--- src/rtl/mem_stage_lsu.sv ---
// Memory-stage load/store unit.
// Drives the data bus (req/gnt, rvalid), steers store lanes, formats load
// data for the M/W register, and stalls the pipe while an access is in flight.
module mem_stage_lsu #(
  parameter int TIMEOUT = 256,
  parameter int CNT_W   = 9
) (
  input  logic        clk,
  input  logic        rst_n,
  input  logic        valid_m,
  input  logic        MemRead_m,
  input  logic        MemWrite_m,
  input  logic [2:0]  funct3_m,
  input  logic [31:0] ALUResult_m,
  input  logic [31:0] WriteData_m,
  output logic [31:0] ReadData_m,
  output logic        stall_m,
  output logic        bubble_w,
  output logic        misalign_m,
  output logic        fault_m,
  output logic        mem_req,
  output logic        mem_we,
  output logic [31:0] mem_addr,
  output logic [3:0]  mem_be,
  output logic [31:0] mem_wdata,
  input  logic        mem_gnt,
  input  logic        mem_rvalid,
  input  logic [31:0] mem_rdata
);

  typedef enum logic [1:0] {S_IDLE, S_REQ, S_WAIT, S_DONE} state_t;

  // Last counter value before the timeout fires; unused when TIMEOUT is 0.
  localparam logic [CNT_W-1:0] TMO_LAST = CNT_W'((TIMEOUT > 0) ? TIMEOUT - 1 : 0);

  state_t           r_state;
  logic [2:0]       r_f3;
  logic [1:0]       r_a;
  logic             r_st;
  logic [31:0]      r_rdata;
  logic [CNT_W-1:0] r_cnt;

  logic        w_acc, w_st, w_illegal, w_mis, w_go, w_tmo, w_tmo_fire;
  logic [3:0]  w_be;
  logic [31:0] w_wdata, w_fmt;
  logic [7:0]  w_byte;
  logic [15:0] w_half;

  // rst_n gates the access so every output reads 0 while reset is held,
  // even if upstream still presents a valid instruction.
  assign w_acc = rst_n & valid_m & (MemRead_m | MemWrite_m);
  assign w_st  = MemWrite_m;  // read+write together is a store

  // Size/sign legality and alignment, judged only on the first (IDLE) cycle.
  always_comb begin
    w_illegal = 1'b0;
    if (w_st) w_illegal = funct3_m[2] | (funct3_m[1:0] == 2'b11);
    else      w_illegal = (funct3_m == 3'b011) | (funct3_m[2:1] == 2'b11);
    w_mis = ~w_illegal &
            (((funct3_m[1:0] == 2'b01) & ALUResult_m[0]) |
             ((funct3_m[1:0] == 2'b10) & (ALUResult_m[1:0] != 2'b00)));
  end

  assign w_go  = (r_state == S_IDLE) & w_acc & ~w_illegal & ~w_mis;
  assign w_tmo = (TIMEOUT != 0) & ((r_state == S_REQ) | (r_state == S_WAIT)) &
                 (r_cnt == TMO_LAST);
  // A response arriving on the last allowed WAIT cycle still wins.
  assign w_tmo_fire = w_tmo & ~((r_state == S_WAIT) & mem_rvalid);

  assign mem_req    = w_go | ((r_state == S_REQ) & ~w_tmo);
  assign stall_m    = w_go | (r_state == S_REQ) | (r_state == S_WAIT);
  assign bubble_w   = stall_m;
  assign misalign_m = (r_state == S_IDLE) & w_acc & w_mis;
  assign fault_m    = ((r_state == S_IDLE) & w_acc & w_illegal) | w_tmo_fire;
  assign ReadData_m = (r_state == S_DONE) ? r_rdata : 32'h0;

  // Store lane steering from the M-stage inputs, which upstream holds
  // stable for the whole stall.
  always_comb begin
    w_be    = 4'b1111;
    w_wdata = 32'h0;
    if (w_st) begin
      case (funct3_m[1:0])
        2'b00:   begin w_be = 4'b0001 << ALUResult_m[1:0]; w_wdata = {4{WriteData_m[7:0]}};  end
        2'b01:   begin w_be = 4'b0011 << ALUResult_m[1:0]; w_wdata = {2{WriteData_m[15:0]}}; end
        default: begin w_be = 4'b1111;                     w_wdata = WriteData_m;            end
      endcase
    end
  end

  assign mem_we    = mem_req & w_st;
  assign mem_addr  = mem_req ? {ALUResult_m[31:2], 2'b00} : 32'h0;
  assign mem_be    = mem_req ? w_be : 4'b0000;
  assign mem_wdata = mem_req ? w_wdata : 32'h0;

  // Load extraction and extension, using the captured size and offset.
  always_comb begin
    w_byte = mem_rdata[{r_a, 3'b000} +: 8];
    w_half = r_a[1] ? mem_rdata[31:16] : mem_rdata[15:0];
    case (r_f3)
      3'b000:  w_fmt = {{24{w_byte[7]}}, w_byte};
      3'b001:  w_fmt = {{16{w_half[15]}}, w_half};
      3'b100:  w_fmt = {24'h0, w_byte};
      3'b101:  w_fmt = {16'h0, w_half};
      default: w_fmt = mem_rdata;
    endcase
  end

  // Access FSM: capture on issue, wait for grant / response, one DONE cycle.
  always_ff @(posedge clk or negedge rst_n) begin
    if (!rst_n) begin
      r_state <= S_IDLE;
      r_f3    <= 3'b000;
      r_a     <= 2'b00;
      r_st    <= 1'b0;
      r_rdata <= 32'h0;
      r_cnt   <= '0;
    end else begin
      case (r_state)
        S_IDLE: begin
          if (w_go) begin
            r_f3    <= funct3_m;
            r_a     <= ALUResult_m[1:0];
            r_st    <= w_st;
            r_rdata <= 32'h0;
            r_cnt   <= '0;
            if (mem_gnt) r_state <= w_st ? S_DONE : S_WAIT;
            else         r_state <= S_REQ;
          end
        end
        S_REQ: begin
          r_cnt <= r_cnt + 1'b1;
          if (w_tmo)        r_state <= S_DONE;
          else if (mem_gnt) r_state <= r_st ? S_DONE : S_WAIT;
        end
        S_WAIT: begin
          r_cnt <= r_cnt + 1'b1;
          if (mem_rvalid) begin
            r_rdata <= w_fmt;
            r_state <= S_DONE;
          end else if (w_tmo) begin
            r_state <= S_DONE;
          end
        end
        default: r_state <= S_IDLE;
      endcase
    end
  end

endmodule

--- config.mk ---
export PLATFORM = sky130hd
export DESIGN_NAME = mem_stage_lsu
export DESIGN_NICKNAME = d
export VERILOG_FILES = /design/src/rtl/mem_stage_lsu.sv
export SDC_FILE = /design/constraint.sdc
export NUM_CORES = 1
export LEC_CHECK = 0
export BUFFER_PORTS_ARGS = -buffer_cell sky130_fd_sc_hd__buf_2
export CORE_UTILIZATION = 49
export DETAILED_ROUTE_END_ITERATION = 10
export PLACE_DENSITY = 0.9
export SLEW_MARGIN = 5
export SYNTH_ARGS = -nofsm -noshare
export SYNTH_HDL_FRONTEND = slang
export SYNTH_SLANG_ARGS = --single-unit
export TNS_END_PERCENT = 1
--- constraint.sdc ---
create_clock -name clk -period 3.6 [get_ports clk]
set_input_delay 0.18 -clock clk [delete_from_list [all_inputs] [get_ports clk]]
set_output_delay 0.18 -clock clk [all_outputs]
set_load 0.1 [all_outputs]
==> flow_summary.toml, run 1 <==
[power_and_ir_drop]
power_mw = 5.10
p_leak_nw = 2.79
p_int_mw = 1.92
p_sw_mw = 3.18
swShare = 0.623
power_density_nw_per_um2 = 921
p_comb_frac = 0.741
seq_power_share = 0.193
clockPowerShare = 0.066
peakVddDrop_mv = 1.00

[placed_design]
dp_hpwl_um = 9920
place_congestion = 0.936
port_buffers = 209
dpl-instance-area_um2 = 5440

[sta]
max_freq_mhz = 305
relSlewSlack = 0.287
setup_viol = 0
drv_slew = 0
finClkSkew_ns = 0.0126
worst_pin_slew_ns = 1.07
hold_viol = 0
rsz0062_at_grt = "no"
min_period_ns = 3.28
finalCritPeriodShare = 0.911
hold_slack_ns = 0.0388
fin_setup_tns_ns = 0

[cts]
clock_latency_ns = 0.31
cts_setup_buffers = 0
clk_pin_slew_worst_paths_ns = 0.10
root_buffer = "clkbuf_8"
cts_tree = "yes"
h-tree-depth = 2
hold_buffers = 0
clk_path_buf_depth = 2
cts_buffers = 5
post_cts_resized = 0
clock_sinks = 49

[logic_synthesis]
yosysWarnings = 0
syn_inst = 475
synth_area_leaders = "dfrtp_1 31%, mux2i_1 12%, and2_1 6.9%"
async_flop_share = 1.00
synth-seq-cells = 49
synth-seq-area-share = 0.314
synth_area_um2 = 3910
synth_cell_types = 46
yosysTopAreaCell = "dfrtp_1"
synth_area_per_cell_um2 = 8.23
synth-edff-count = 0
synth_top_area_share = 0.314
synth_ff_type = "dfrtp_1"

[routing]
vias = 4242
drc = 0
ant_nets = 0
drt_iter0_drc = 276
wire_per_inst_um = 16.6
vias_per_cell = 5.55
first_pass_iters = 5
routed_wl_um = 12600

[floorplan]
fp.dieArea_um2 = 8340
fp.dieH_um = 91.3
core_um2 = 7730
die_x_um = 91.3
rows = 32
io_pins = 212
start_util = 0.506

[final_layout]
layout-drive-gt1-share = 0.355
multi_input_area_um2 = 2410
synthToLayoutAreaGrowth_pct = 41.6
regArea_um2 = 1230
utilization = 0.716
nets = 774
final_cell_mix = "176 x buf_2, 49 x a21oi_1, 49 x dfrtp_1"
diodes = 0
fin_area_um2 = 5530
fillerInstances = 551
layout_commonest_cell = "buf_2"

[worst_setup_path]
r2r_start = "r_state[0]$_DFFE_PN0P_"
cp.required_ns = 3.42
end_kind = "output pin"
regToRegSetupSlack_ns = 0.64
crit_path_start_kind = "flip-flop"
path_class = "reg -> out"
arrival_ns = 3.10
cp_max_fo = 25
startpoint = "r_state[0]$_DFFE_PN0P_"
r2r_end = "r_rdata[0]$_DFFE_PN0P_"
rr_worst_depth = 8

[job]
cap_violations = 0

[global_route]
grt_max_degree = 50
grt_overflow = 0
grt_antenna_before_repair = 0
grt_pass1_wl_um = 20400
globalRouteTotalUtil = 0.305
grt_pass1_vias = 4182

[hold_path]
hp-class = "in -> async"

[outcome]
status = "completed"
[layout make-up]
cell class,count,area share
clock inverters,3,0.00384
well taps,102,0.0231
multi-input cells,363,0.435
flip-flops and latches,49,0.222
clock buffers,5,0.0124
repair buffers,213,0.284
inverters,29,0.0197
[flip-flops by register name, summed over array words and instances (netlist names)]
signal / flops
r_st: 1
r_state: 2
r_cnt: 9
r_f3: 3
r_rdata: 32
r_a: 2
[per-layer routing]
metal | global-route usage | routed length, um | vias up
met1 | 0.377 | 5030 | 1995
met3 | 0.0620 | 826 | 35
met2 | 0.533 | 6490 | 217
met4 | 0.0913 | 298 | 0
li1 | - | - | 1995
met5 | 0 | 0 | -
[worst max-delay path: stages, from the launching register on]
cell and delay, ns:
dfrtp_1 0.44, inv_1 0.11, ha_1 0.26, o2111ai_1 0.22, a221oi_2 0.36, and2_1 0.39, o21ai_1 0.12, buf_4 0.23
inv_1 0.24, and2_1 0.24, buf_12 0.19
[power by group through the flow]
stage	logic [mW]	clock network, mW	registers [mW]
CTS	3.77	0.345	0.976
detailed placement	3.76	0	0.986
finish	3.77	0.337	0.985
floorplan	3.11	0	0.881
global route	3.97	0.371	1.01
global placement	3.67	0	0.968
[kinds of logic (layout without fill, tap and decap cells)]
group,count (synthesis),in the layout,share of synthesized area
buffers and inverters,64,250,0.0717
DFF,49,49,0.314
muxes,68,68,0.184
AOI/OAI and AO/OA,115,115,0.181
and+or+nand+nor,171,171,0.226
other,1,2,0.000960
adders and majority gates,7,7,0.0224
[cells in the mapped netlist, drive strengths merged (2+ instances only)]
master   n
a21oi   50
dfrtp   49
mux2i   46
and2    43
nand2   42
nor2b   35
nor2    32
inv     28
o21ai   27
mux2    21
clkbuf  20
buf     15
o211ai   9
a221oi   8
ha       7
a22oi    6
nand3    6
nand2b   4
nor3b    3
a22o     2
and3     2
o22ai    2
or2      2
[through the flow]
step,instances,setup WS (ns)
5_1_grt,764,0.0396
3_3_place_gp,756,0.890
3_5_place_dp,756,0.686
4_1_cts,764,0.337
6_report,764,0.319
2_1_floorplan,476,0.270
[worst max-delay path by stage]
| stage | endpoint | slack [ns] | cells after the start |
|---|---|---|---|
| finish | mem_wdata[7] | 0.32 | 10 |
| CTS | mem_wdata[7] | 0.34 | 10 |
| global placement | mem_wdata[7] | 0.89 | 10 |
| floorplan | mem_wdata[12] | 0.27 | 8 |
| detailed placement | mem_wdata[7] | 0.69 | 10 |
| global route | mem_wdata[4] | 0.04 | 10 |
Power figures use the tool's default switching activity.
==> inputs of run 2 (changes only) <==
--- a/config.mk
+++ b/config.mk
@@ -6,6 +6,7 @@
 export NUM_CORES = 1
 export LEC_CHECK = 0
 export BUFFER_PORTS_ARGS = -buffer_cell sky130_fd_sc_hd__buf_2
+export CORE_ASPECT_RATIO = 0.9
 export CORE_UTILIZATION = 49
 export DETAILED_ROUTE_END_ITERATION = 10
 export PLACE_DENSITY = 0.9
==> run 2 against run 1 <==
Compared with the run above: clock power up 5%; power up 0.81%; sequential cell count unchanged; highest routed layer unchanged; core utilization up 1.5 points; maximum frequency down 4.0%; setup slack worse by 0.14 ns; first-iteration DRC count up 32%; critical path depth down 1; die area about the same; sequential power down 4.9%; hold slack worse by 0.0094 ns; clock-buffer cell count up 1.
==> flow_summary.toml, run 2 (synthesis gave the netlist of run 1 again) <==
[cts]
post_cts_resized = 0
root_buffer = "clkbuf_8"
clk_path_buf_depth = 2
h-tree-depth = 2
clk_pin_slew_worst_paths_ns = 0.11
clock_latency_ns = 0.32
hold_buffers = 0
cts_tree = "yes"
cts_buffers = 5
clock_sinks = 49
cts_setup_buffers = 0

[routing]
routed_wl_um = 12900
ant_nets = 0
wire_per_inst_um = 16.9
drc = 0
first_pass_iters = 5
drt_iter0_drc = 363
vias_per_cell = 5.54
vias = 4235

[worst_setup_path]
r2r_start = "r_state[1]$_DFFE_PN0P_"
arrival_ns = 3.24
path_class = "reg -> out"
cp_max_fo = 11
end_kind = "output pin"
startpoint = "r_state[1]$_DFFE_PN0P_"
crit_path_start_kind = "flip-flop"
cp.required_ns = 3.42

[final_layout]
top_regs = "r_rdata: 32 flops, r_cnt: 9 flops, r_f3: 3 flops"
final_cells = 764
largest_reg_flops = 32
final_cell_mix = "176 x buf_2, 49 x a21oi_1, 49 x dfrtp_1"
synthToLayoutAreaGrowth_pct = 42.5
fillerInstances = 573
layout-drive-gt1-share = 0.359
nets = 778
layout_commonest_cell = "buf_2"
top_register = "r_rdata"

[outcome]
status = "completed"

[global_route]
grt_pass1_wl_um = 19900
grt_max_degree = 50
grt_pass1_vias = 3937
grt_overflow = 0
grt_antenna_before_repair = 2
globalRouteTotalUtil = 0.312

[sta]
min_period_ns = 3.42
rsz0062_at_grt = "no"
drv_slew = 0
setup_viol = 0
finClkSkew_ns = 0.0219
finalCritPeriodShare = 0.950
relSlewSlack = 0.389
fin_setup_tns_ns = 0
hold_viol = 0
worst_pin_slew_ns = 0.917
hold_slack_ns = 0.0295
worst_slack_ns = 0.181
max_freq_mhz = 293

[placed_design]
place_congestion = 0.940
port_buffers = 209
placedCellCount = 754
dp_slack_ns = 0.589
dp_hpwl_um = 10100

[power_and_ir_drop]
power_mw = 5.14
power_density_nw_per_um2 = 923
peakVddDrop_mv = 0.881
p_leak_nw = 2.81

[floorplan]
io_pins = 212
fp.dieArea_um2 = 8340
core_um2 = 7620
die_x_um = 96.1
rows = 30
start_util = 0.513
fp.dieH_um = 86.7

[hold_path]
hp-class = "in -> async"

[job]
cap_violations = 0
## run 2: area by class of cell
class	instances	area, um2	area share
Multi-Input combinational cell	363	2410	0.433
Clock buffer	6	82.6	0.0148
Tap cell	96	120	0.0216
Inverter	29	109	0.0196
Clock inverter	2	13.8	0.00247
Antenna cell	2	5.00	0.000899
Timing Repair Buffer	217	1600	0.288
Sequential cell	49	1230	0.220
## run 2: per-stage QoR
stage / instance area [um2] / util
floorplan: 3910 / -
global placement: 5470 / 0.717
detailed placement: 5470 / 0.717
CTS: 5560 / 0.730
global route: 5570 / 0.731
finish: 5570 / 0.731
## run 2: report_power, final
group          internal [mW]  leakage (nW)  total (mW)  switching (mW)
registers              0.767         0.635       0.937           0.171
clock network          0.156        0.0512       0.355           0.199
logic                   1.03          2.13        3.85            2.82
## run 2: worst paths after layout
check                           cells past startpoint                       to  slack [ns]
worst min-delay path                                2   r_rdata[4]$_DFFE_PN0P_        0.03
worst min register to register                      1  r_rdata[12]$_DFFE_PN0P_        0.49
worst max-delay path                                9             mem_wdata[8]        0.18
min in group clk                                    3      r_f3[2]$_DFFE_PN0P_        0.16
max in group asynchronous                           2   r_rdata[1]$_DFFE_PN0P_        3.14
worst max register to register                      8  r_rdata[10]$_DFFE_PN0P_        0.63
## run 2: layer usage
metal	global-route usage	wire length, um
met1	0.401	5370
met5	0	0
met2	0.497	6150
met3	0.0719	1030
met4	0.138	350
## run 2: critical path, stage by stage (launching register included)
cell and delay (ns):
dfrtp_1 0.45, inv_1 0.11, ha_1 0.25, o2111ai_1 0.18
a221oi_2 0.39, and2_1 0.40, o21ai_1 0.28, buf_4 0.24
a21oi_1 0.37, buf_12 0.24
==> inputs of run 3 (changes only) <==
--- a/config.mk
+++ b/config.mk
@@ -10,6 +10,7 @@
 export CORE_UTILIZATION = 49
 export DETAILED_ROUTE_END_ITERATION = 10
 export PLACE_DENSITY = 0.9
+export RECOVER_POWER = 25
 export SLEW_MARGIN = 5
 export SYNTH_ARGS = -nofsm -noshare
 export SYNTH_HDL_FRONTEND = slang
==> run 3 against run 2 <==
Compared with the run above: routed wire length barely moved; highest routed layer unchanged; register-to-register slack barely moved; die area did not move; cell count did not move; critical path type unchanged; clock skew fell by 0.0012 ns; largest cell class unchanged; the flow now finishes with violations (max-capacitance violations, max-slew violations).
==> flow_summary.toml, run 3 (synthesis gave the netlist of run 1 again) <==
[global_route]
grt_pass1_wl_um = 19900
grt_max_degree = 50
grt_pass1_vias = 3937
globalRouteTotalUtil = 0.312
grt_overflow = 0
grt_antenna_before_repair = 2

[worst_setup_path]
end_kind = "output pin"
r2r_end = "r_rdata[10]$_DFFE_PN0P_"
rr_worst_depth = 8
crit_path_start_kind = "flip-flop"
r2r_start = "r_state[1]$_DFFE_PN0P_"
cp_max_fo = 11
regToRegSetupSlack_ns = 0.62
path_class = "reg -> out"
arrival_ns = 3.24
cp.required_ns = 3.42

[placed_design]
dp_hpwl_um = 10100
place_congestion = 0.940
port_buffers = 209

[hold_path]
hp-class = "in -> reg"
worstHoldPathCells = 3
min-delay-start = "funct3_m[2]"
holdPathEnd = "r_f3[2]$_DFFE_PN0P_"

[cts]
clock_latency_ns = 0.32
root_buffer = "clkbuf_8"
clock_sinks = 49
clk_path_buf_depth = 2
hold_buffers = 0
cts_setup_buffers = 0
h-tree-depth = 2
post_cts_resized = 0
cts_buffers = 5
clk_pin_slew_worst_paths_ns = 0.10
cts_tree = "yes"

[sta]
finClkSkew_ns = 0.0207
relSlewSlack = -0.745
finalCritPeriodShare = 0.951
fin_setup_tns_ns = 0
setup_viol = 0
hold_viol = 0
max_freq_mhz = 292
worst_pin_slew_ns = 2.62
min_period_ns = 3.42
drv_slew = 50
rsz0062_at_grt = "no"

[floorplan]
core_um2 = 7620
start_util = 0.513
fp.dieH_um = 86.7
io_pins = 212
rows = 30
die_x_um = 96.1
fp.dieArea_um2 = 8340

[routing]
first_pass_iters = 5
ant_nets = 0
drt_iter0_drc = 360
vias_per_cell = 5.55
drc = 0
routed_wl_um = 12900
wire_per_inst_um = 16.9
vias = 4244

[job]
cap_violations = 1

[power_and_ir_drop]
power_mw = 5.14
power_density_nw_per_um2 = 923
peakVddDrop_mv = 0.881
p_leak_nw = 2.81

[final_layout]
regArea_um2 = 1230
nets = 778
layout_commonest_cell = "buf_2"
synthToLayoutAreaGrowth_pct = 42.3
layout-drive-gt1-share = 0.356
largest_reg_flops = 32
top_regs = "r_rdata: 32 flops, r_cnt: 9 flops, r_f3: 3 flops"
multi_input_area_um2 = 2410
fillerInstances = 575
top_register = "r_rdata"
final_cell_mix = "175 x buf_2, 49 x a21oi_1, 49 x dfrtp_1"

[outcome]
status = "complete, but fails checks"
violations = "max-capacitance violations, max-slew violations"
run 3: final cells by class:
class,count,area share
Sequential cell,49,0.220
Antenna cell,2,0.000900
Timing Repair Buffer,217,0.287
Tap cell,96,0.0216
Clock buffer,6,0.0148
Multi-Input combinational cell,363,0.433
Inverter,29,0.0196
Clock inverter,2,0.00247
run 3: metrics by stage:
| stage | std cells | setup WS, ns | area [um2] | utilization | hold WS [ns] |
|---|---|---|---|---|---|
| finish | 764 | 0.175 | 5560 | 0.730 | 0.165 |
| global route | 764 | 0.00893 | 5560 | 0.730 | 0.186 |
| CTS | 762 | 0.228 | 5560 | 0.730 | 0.0652 |
| detailed placement | 754 | 0.589 | 5470 | 0.717 | 0.415 |
| global placement | 754 | 0.878 | 5470 | 0.717 | 0.402 |
| floorplan | 476 | 0.270 | 3910 | - | -0.116 |
run 3: how the worst max path moves through the flow:
stage,end,start,cells after the start,slack [ns]
floorplan,mem_wdata[12],r_state[0]$_DFFE_PN0P_,8,0.27
global placement,mem_wdata[11],r_state[0]$_DFFE_PN0P_,9,0.88
detailed placement,mem_wdata[8],r_state[1]$_DFFE_PN0P_,9,0.59
CTS,mem_wdata[8],r_state[1]$_DFFE_PN0P_,9,0.23
global route,mem_wdata[8],r_state[1]$_DFFE_PN0P_,9,0.009
finish,mem_wdata[8],r_state[1]$_DFFE_PN0P_,9,0.18
run 3: power breakdown:
part	internal, mW	switching [mW]	leakage [nW]
clock network	0.156	0.198	0.0512
logic	1.03	2.82	2.12
registers	0.767	0.172	0.635
total	1.95	3.19	2.81
run 3: routing by layer:
metal | track usage | vias up | share of wire
li1 | - | 2006 | -
met1 | 0.401 | 2007 | 0.41
met2 | 0.497 | 202 | 0.48
met3 | 0.0719 | 29 | 0.085
met4 | 0.138 | 0 | 0.027
met5 | 0 | - | 0
run 3: worst max-delay path, stage by stage, from the launching register on:
cell and delay (ns):
dfrtp_1 0.45, inv_1 0.11, ha_1 0.25, o2111ai_1 0.18, a221oi_2 0.39, and2_1 0.40, o21ai_1 0.28, buf_4 0.24
a21oi_1 0.37, buf_12 0.24
